### config.mk
export PLATFORM = sky130hd
export DESIGN_NAME = planta_termica
export DESIGN_NICKNAME = d
export VERILOG_FILES = /design/src/rtl/planta_pkg.sv /design/src/rtl/divisor_tick.sv /design/src/rtl/planta_termica.sv
export SDC_FILE = /design/constraint.sdc
export NUM_CORES = 1
export LEC_CHECK = 0
export CORE_MARGIN = 4
export CORE_UTILIZATION = 55
export CTS_BUF_LIST = sky130_fd_sc_hd__clkbuf_8
export DETAILED_ROUTE_END_ITERATION = 8
export DONT_BUFFER_PORTS = 1
export GPL_TIMING_DRIVEN = 1
export HOLD_SLACK_MARGIN = 0.02
export PLACE_DENSITY = 0.82
export SETUP_SLACK_MARGIN = 0.05
export SYNTH_ARGS = -nofsm -noshare
export SYNTH_HDL_FRONTEND = slang
export SYNTH_HIERARCHICAL = 1
export SYNTH_SLANG_ARGS = --single-unit
### constraint.sdc
create_clock -name clk -period 4.1 [get_ports clk]
set_input_delay 0.82 -clock clk [delete_from_list [all_inputs] [get_ports clk]]
set_output_delay 0.82 -clock clk [all_outputs]
set_load 0.05 [all_outputs]
### src/rtl/planta_pkg.sv
// planta_pkg: shared state encoding and temperature widths for the thermal plant
package planta_pkg;
  typedef enum logic [1:0] {
    REPOSO     = 2'd0,
    CALENTANDO = 2'd1,
    ENFRIANDO  = 2'd2,
    CONFLICTO  = 2'd3
  } modo_t;
  localparam int TW = 11;
  localparam int SW = 13;
endpackage

### src/rtl/divisor_tick.sv
// divisor_tick: free-running 0..DIV-1 counter that pulses tick on its last count
module divisor_tick #(
  parameter int DIV = 100
) (
  input  logic                    clk,
  input  logic                    rst,
  output logic                    tick,
  output logic [$clog2(DIV)-1:0]  count
);
  localparam int CW = $clog2(DIV);
  // tick is decoded straight from the count so it lines up with count == DIV-1
  always_comb tick = count == CW'(DIV - 1);
  // wrap to zero on the tick cycle so the period is exactly DIV cycles
  always_ff @(posedge clk)
    if (rst || tick) count <= '0;
    else count <= count + 1'b1;
endmodule

### src/rtl/planta_termica.sv
// planta_termica: simple thermal plant model driven by heater/fan commands and disturbances
module planta_termica
  import planta_pkg::*;
#(
  parameter int DIV      = 100,
  parameter int T_AMB    = 250,
  parameter int T_MIN    = -400,
  parameter int T_MAX    = 1000,
  parameter int PASO_CAL = 2,
  parameter int PASO_VEN = 3
) (
  input  logic                 clk,
  input  logic                 rst,
  input  logic                 calefactor,
  input  logic                 ventilador,
  input  logic                 pert_valid,
  input  logic signed [TW-1:0] pert_delta,
  output logic signed [TW-1:0] temp_salida,
  output logic                 tick,
  output logic [1:0]           modo,
  output logic                 saturado
);
  localparam logic signed [TW-1:0] AMB = TW'(T_AMB);
  localparam logic signed [SW-1:0] LO  = SW'(T_MIN);
  localparam logic signed [SW-1:0] HI  = SW'(T_MAX);
  modo_t state, nxt;
  logic signed [SW-1:0] step, sum, clamped;
  logic [$clog2(DIV)-1:0] unused_count;
  divisor_tick #(.DIV(DIV)) u_div (
    .clk   (clk),
    .rst   (rst),
    .tick  (tick),
    .count (unused_count)
  );
  // command bits map directly onto the state encoding: {fan, heater}
  always_comb nxt = modo_t'({ventilador, calefactor});
  // per-tick step from the registered state, then widened sum and clamp
  always_comb begin
    step = state == CALENTANDO ? SW'(PASO_CAL) :
           state == ENFRIANDO  ? -SW'(PASO_VEN) :
           state == REPOSO     ? (temp_salida < AMB ? SW'(1) : temp_salida > AMB ? -SW'(1) : '0) : '0;
    sum = SW'(temp_salida) + (tick ? step : '0) + (pert_valid ? SW'(pert_delta) : '0);
    clamped = sum < LO ? LO : sum > HI ? HI : sum;
  end
  // state tracks the commands every cycle; temperature and saturation move only on events
  always_ff @(posedge clk)
    if (rst) begin
      state       <= REPOSO;
      temp_salida <= AMB;
      saturado    <= 1'b0;
    end else begin
      state <= nxt;
      if (tick || pert_valid) begin
        temp_salida <= TW'(clamped);
        saturado    <= clamped == LO || clamped == HI;
      end
    end
  assign modo = state;
endmodule

; ---- After elaboration in Yosys (flattened, before gate mapping)
; Index checks and enable logic that the tools add are counted.
[classes]
eq_ne = 5
addsub = 3
mux = 9
n_reduce_logical = 4
n_lt_le_gt_ge = 4
[op_table]
columns = cell, n
row1 = $mux W13, 9
row2 = $add A13 B13 Y13, 2
row3 = $eq A13 B10 Y1 const B, 1
row4 = $eq A13 B11 Y1 const B, 1
row5 = $gt A13 B11 Y1 const B, 1
row6 = $lt A13 B10 Y1 const B, 1
row7 = $gt A11 B9 Y1 const B, 1
row8 = $lt A11 B9 Y1 const B, 1
row9 = $add A7 B1 Y7 const B, 1
row10 = $eq A7 B7 Y1 const B, 1
row11 = $logic_or A1 B1 Y1, 3
row12 = $eq A2 B1 Y1 const B, 1
row13 = $eq A2 B2 Y1 const B, 1
row14 = $logic_not A2 Y1, 1
[totals]
in_bits = 16
word_cells = 29
register_bits = 21

; ---- Longest topological paths before layout
[depth]
ltp_word = 14
ltp_mapped = 18
ltp_nobuf = 18

; ---- Modules after synthesis
; Netlist, hierarchy kept.
[by_module_without_submodules]
columns = mod, seq_area_each_um2, cells_per_inst, area_each_um2, n_inst
row1 = planta_termica, 280.3, 207, 1755.4, 1
row2 = divisor_tick, 140.1, 33, 306.5, 1

; ---- Worst setup path after synthesis
; OpenSTA, ideal clock, no wires.
[synth_path]
path_type = register -> register
start = reg u_div.count[0]
end = reg temp_salida[7]
required_ps = 3980
stages_incl_launch_ff = 17
t_arrival_ps = 4482
path_buffers = 1
path_slack_ps = -501
period_less_slack_ps = 4601
cell_sequence = dfxtp_1 > ha_1 > nand2b_1 > nor2_1 > nand2_1 > inv_1 > fa_1 > ha_1 > buf_6 > a21o_1 > a31o_4 > or3_1 > nand4_2 > o41ai_2 > o31ai_4 > a21oi_1 > a211o_1
[synth_via]
elab_chain_len = 7
elab_cells_between_ends = 9
cone_classes = add/sub (2) / order compare (2) / eq/ne (1) / mux (3) / reduce/logical (1)
[synth_lines]
columns = element, line
row1 = from (decl), divisor_tick.sv:8  ; output logic [$clog2(DIV)-1:0] count
row2 = from (signal assigned), divisor_tick.sv:16  ; else count <= count + 1'b1;
row3 = $eq A7 B7 Y1 *, divisor_tick.sv:12  ; always_comb tick = count == CW'(DIV - 1);
row4 = via tick, planta_termica.sv:19  ; output logic tick,
row5 = $mux W13, planta_termica.sv:42  ; sum = SW'(temp_salida) + (tick ? step : '0) + (pert_valid ? SW'(pert_delta) : '0);
row6 = $add A13 B13 Y13 (2 in series), planta_termica.sv:42
row7 = $gt A13 B11 Y1, planta_termica.sv:43  ; clamped = sum < LO ? LO : sum > HI ? HI : sum;
row8 = $mux W13 (2 in series), planta_termica.sv:43
row9 = to (signal assigned), planta_termica.sv:54  ; temp_salida <= TW'(clamped);
row10 = to (decl), planta_termica.sv:18  ; output logic signed [TW-1:0] temp_salida,
; The timed path passes the listed nets; every way through them passes the cells marked *.
; A chain may end at the register's enable or synchronous reset.

; ---- Final worst setup path
[layout_path]
start = reg temp_salida[2]
end = reg temp_salida[7]
[layout_via]
elab_chain_len = 12
elab_cells_between_ends = 14
cone_classes = add/sub (2) / order compare (4) / mux (8)
[layout_lines]
columns = element, line
row1 = $gt A11 B9 Y1, planta_termica.sv:41  ; state == REPOSO ? (temp_salida < AMB ? SW'(1) : temp_salida > AMB ? -SW'(1) : '0) : '0;
row2 = $mux W13 (3 in series), planta_termica.sv:41
row3 = $mux W13, planta_termica.sv:40  ; state == ENFRIANDO ? -SW'(PASO_VEN) :
row4 = $mux W13, planta_termica.sv:39  ; step = state == CALENTANDO ? SW'(PASO_CAL) :
row5 = $mux W13, planta_termica.sv:42
row6 = $add A13 B13 Y13 * (2 in series), planta_termica.sv:42
row7 = $gt A13 B11 Y1, planta_termica.sv:43
row8 = $mux W13, planta_termica.sv:43
row9 = $mux W13 *, planta_termica.sv:43
; Every way passes the cells marked *; elsewhere a longest branch is shown, timed or not.

==> run summary <==
The flow ran to the end, but the final reports show violations. The final reports fail on negative setup slack. End of the worst register-to-register path: temp_salida[7]. Pin placement for this block handled 31 I/O pins.

The tools report the maximum achievable frequency as 243.6 MHz. The startpoint identified for the worst register-to-register timing path is temp_salida[2]. The cell leakage power is 1.058 nW, and the pin count of the biggest net entering global routing is 16.

The repair_antennas step left the layout with diodes totalling 0. Among all flip-flop cells after synthesis, the most frequent one is dfxtp_1. In the final routed layout, each cell accounts on average for 20.15 um. The clock arrives with 6.074 ps of skew. Along the worst path, the maximum fanout reaches 7. The number of violations reported at the end of detailed-routing iteration 0 came out at 174. Setup repair after global routing could not meet its margin everywhere.

Once the floorplan was initialized, standard cells occupied 59.45% of the core. The remaining antenna violation count was 0. The post-DP HPWL is 4166 um. After clock tree synthesis, the clock-pin slew on the worst setup and hold paths is 80 ps. The power density over the cells is 395.5 nW/um2, and the fraction of layout cells with a size suffix above 1 is 35.88%. The number of placement rows is 21, and the setup total negative slack is -5.105 ps. In the routed design, unresolved DRC markers number 0. The clock period minus worst slack came out at 4105 ps. The number of hold buffers added after CTS was 0.

Counting flops and latches in the post-synthesis netlist gives 21. The number of antenna violations at the first check in global routing is 0, and the core area is 3468 um2. The post-synthesis cell count is 240, and the total grt overflow is 0. The logs give 66 for the number of distinct standard cells referenced by the synthesized netlist and 20.39% for the sequential-to-total area share from yosys stat.

The worst-margin pin slew is 603.9 ps. The area of the die is 4793 um2, and the post-layout worst setup margin is -5.105 ps. TritonCTS built the clock tree.

The setup check on the worst reg-to-reg path leaves a slack of -5 ps. For this run, the detailed router's first-pass iteration total came to 4. The library cell used most frequently in the layout, excluding fill and tap cells, is buf_4.

The run gives 281 as the synthesized net count. The clock buffer count from CTS came out at 3. The top cell types in the final layout, fill and taps aside, are buf_4 (25), nand2_1 (19), nor2_1 (18). For the worst setup path, the data arrival time is 4270 ps. Timing analysis after detailed placement gives a worst setup slack of -32.07 ps. The required time reported for the critical path endpoint was 4260 ps; the mean post-synth cell area was 8.592 um2. STA classifies the critical path endpoint as a flip-flop. The warning count from the yosys run was 6; the clock sink count was 21. Type of origin of the critical path: a flip-flop. The vias per cell was 6.594; the fraction of synthesis flops using an asynchronous set or reset pin was 0%. The startpoint identified for the worst hold timing path is u_div/count[6]. The logs give 299 for the cell total after placement and 219 for the number of fill cells in the layout. The number of instances on the worst hold path came out at 2. The endpoint of the worst hold path is u_div/count[6].

The maximum number of buffers from clock root to sink came out at 2. The tools report the number of global-route vias before repair as 1897. Compared with the post-synthesis result, the final layout area differs by 27.73%. For this block, the routed nets add up to 6205 um of wire. Once layout is complete, the cells apart from fillers number 308. Kind of path behind the tightest hold check: flip-flop to flip-flop.

Buffers placed on the I/O ports in this run total 0. Across the run, the number of max-cap violations was 0. The first global-routing pass estimated 9149 um of wire. The final-report hold violation count was 0; the via count of the routed design was 2031. The number of pins with negative max-slew slack in the final report was 0; the die span in y was 69.23 um. For the worst-skew pair, the clock arrives at the later sink with an insertion delay of 270 ps.

In this run, synthesis inferred 0 flip-flops with an integrated enable. The die extent in x is 69.23 um, and the H-tree depth is 1. The normalized max-slew margin is 59.59%, and the placer's final routability congestion estimate is 0.8628. The number of cell instances on the worst register-to-register path is 17, and the setup violation total in the final timing report is 1.

The worst supply voltage drop on vdd is 0.0002114 V. The cell chosen for the clock root is clkbuf_8. The run gives 2062 um2 as the cell area after synthesis. The final worst-path cycle share was 100.1%; the total number of nets in the final design was 304. The tools report the overall track demand over capacity in global routing as 23.40%. The critical path is of the flip-flop to flip-flop type. The completed layout was analyzed and its total power is 0.001042 W.
==> worst max-delay path by stage <==
| stage | start | to | slack [ps] | cells after the start |
|---|---|---|---|---|
| 2_1_floorplan | temp_salida[9] | temp_salida[7] | 70 | 17 |
| 3_3_place_gp | u_div/count[1] | saturado | 70 | 16 |
| 3_5_place_dp | u_div/count[1] | saturado | -30 | 16 |
| 4_1_cts | u_div/count[1] | temp_salida[0] | 40 | 16 |
| 5_1_grt | temp_salida[2] | temp_salida[7] | -170 | 17 |
| 6_report | temp_salida[2] | temp_salida[7] | -5 | 17 |
==> kinds of logic (layout without fill, tap and decap cells) <==
logic type / after synthesis / count (layout) / synth area share, %
AOI/OAI and AO/OA: 66 / 66 / 26.09
xor gates and xnor gates: 9 / 9 / 4.187
adders and majority gates: 25 / 25 / 19.54
buffers and inverters: 22 / 44 / 4.733
DFF: 21 / 21 / 20.39
muxes: 1 / 1 / 0.4855
and+or+nand+nor: 96 / 96 / 24.58
==> report_power, final <==
part | internal [W] | switching, W | total [W] | leakage, nW
clock network | 0.0000680 | 0.0000740 | 0.000142 | 0.0255
registers | 0.000226 | 0.0000247 | 0.000250 | 0.172
logic | 0.000258 | 0.000391 | 0.000649 | 0.861
total | 0.000552 | 0.000490 | 0.00104 | 1.06
==> per-stage QoR <==
stage               utilization [%]  hold slack [ps]  instance area (um2)
floorplan                         -            444.6                 2083
global placement              64.97            475.0                 2253
detailed placement            64.97            492.7                 2253
CTS                           67.10            507.7                 2327
global route                  75.94            560.7                 2634
finish                        75.94            537.4                 2634
==> state kept, by name, summed over array words and instances (netlist names) <==
| name | flops |
|---|---|
| modo | 2 |
| temp_salida | 11 |
| saturado | 1 |
| u_div/count | 7 |
==> final cells by class <==
cell class / count / area [um2] / share of cell area [%]
tap: 46 / 57.56 / 2.185
sequential: 21 / 431.7 / 16.39
clock inverter: 1 / 5.005 / 0.1900
clock buffer: 3 / 41.29 / 1.568
multi-input combinational: 197 / 1834 / 69.64
inverter: 14 / 56.30 / 2.138
timing repair buffer: 26 / 207.7 / 7.886
==> what timing repair did <==
item,CTS,global route
gates resized for setup,4,56
pin swaps,1,28
endpoints found under the setup margin,10,11
setup buffers,1,4
==> synth_stat cells, types with 2 or more instances <==
cell      number  area (um2)
a31o_1         2       17.52
a21o_1         6       45.04
buf_2          2       10.01
ha_1          13       162.7
a31oi_1        5       31.28
fa_1          12       240.2
a21oi_1       17       85.08
and3_1         4       25.02
or3_1          5       31.28
xor2_1         4       35.03
nand4_1        2       12.51
nor2b_1        3       18.77
o22ai_1        3       18.77
nor3_1         5       25.02
clkbuf_1       3       11.26
inv_1         14       52.55
nand2b_1       2       12.51
o21ai_1        2       10.01
a211o_1        2       17.52
dfxtp_1       21       420.4
nand2_1       20       75.07
o21ai_0        6       30.03
nor2_1        21       78.83
xnor2_1        4       35.03
or2_2          2       12.51
nand3_1       10       50.05
and2_1        11       68.82
==> layer usage <==
layer,routed length [um],GRT usage (%)
met1,2487,29.25
met2,3217,40.57
met3,358,2.029
met4,142,10.63
met5,0,0
==> worst max-delay path: stages, from the launching register on <==
cell	delay, ps
dfxtp_1	380
a21oi_2	190
o21ai_2	90
nand2_1	120
o21ai_1	90
nand2_1	150
clkinvlp_4	160
buf_12	170
fa_1	540
ha_4	210
buf_4	170
a31o_4	270
or3_1	400
nand4_2	170
o41ai_4	110
o31ai_4	350
a21oi_1	140
a211o_1	280
No activity file was read; power rests on OpenSTA's default activity.
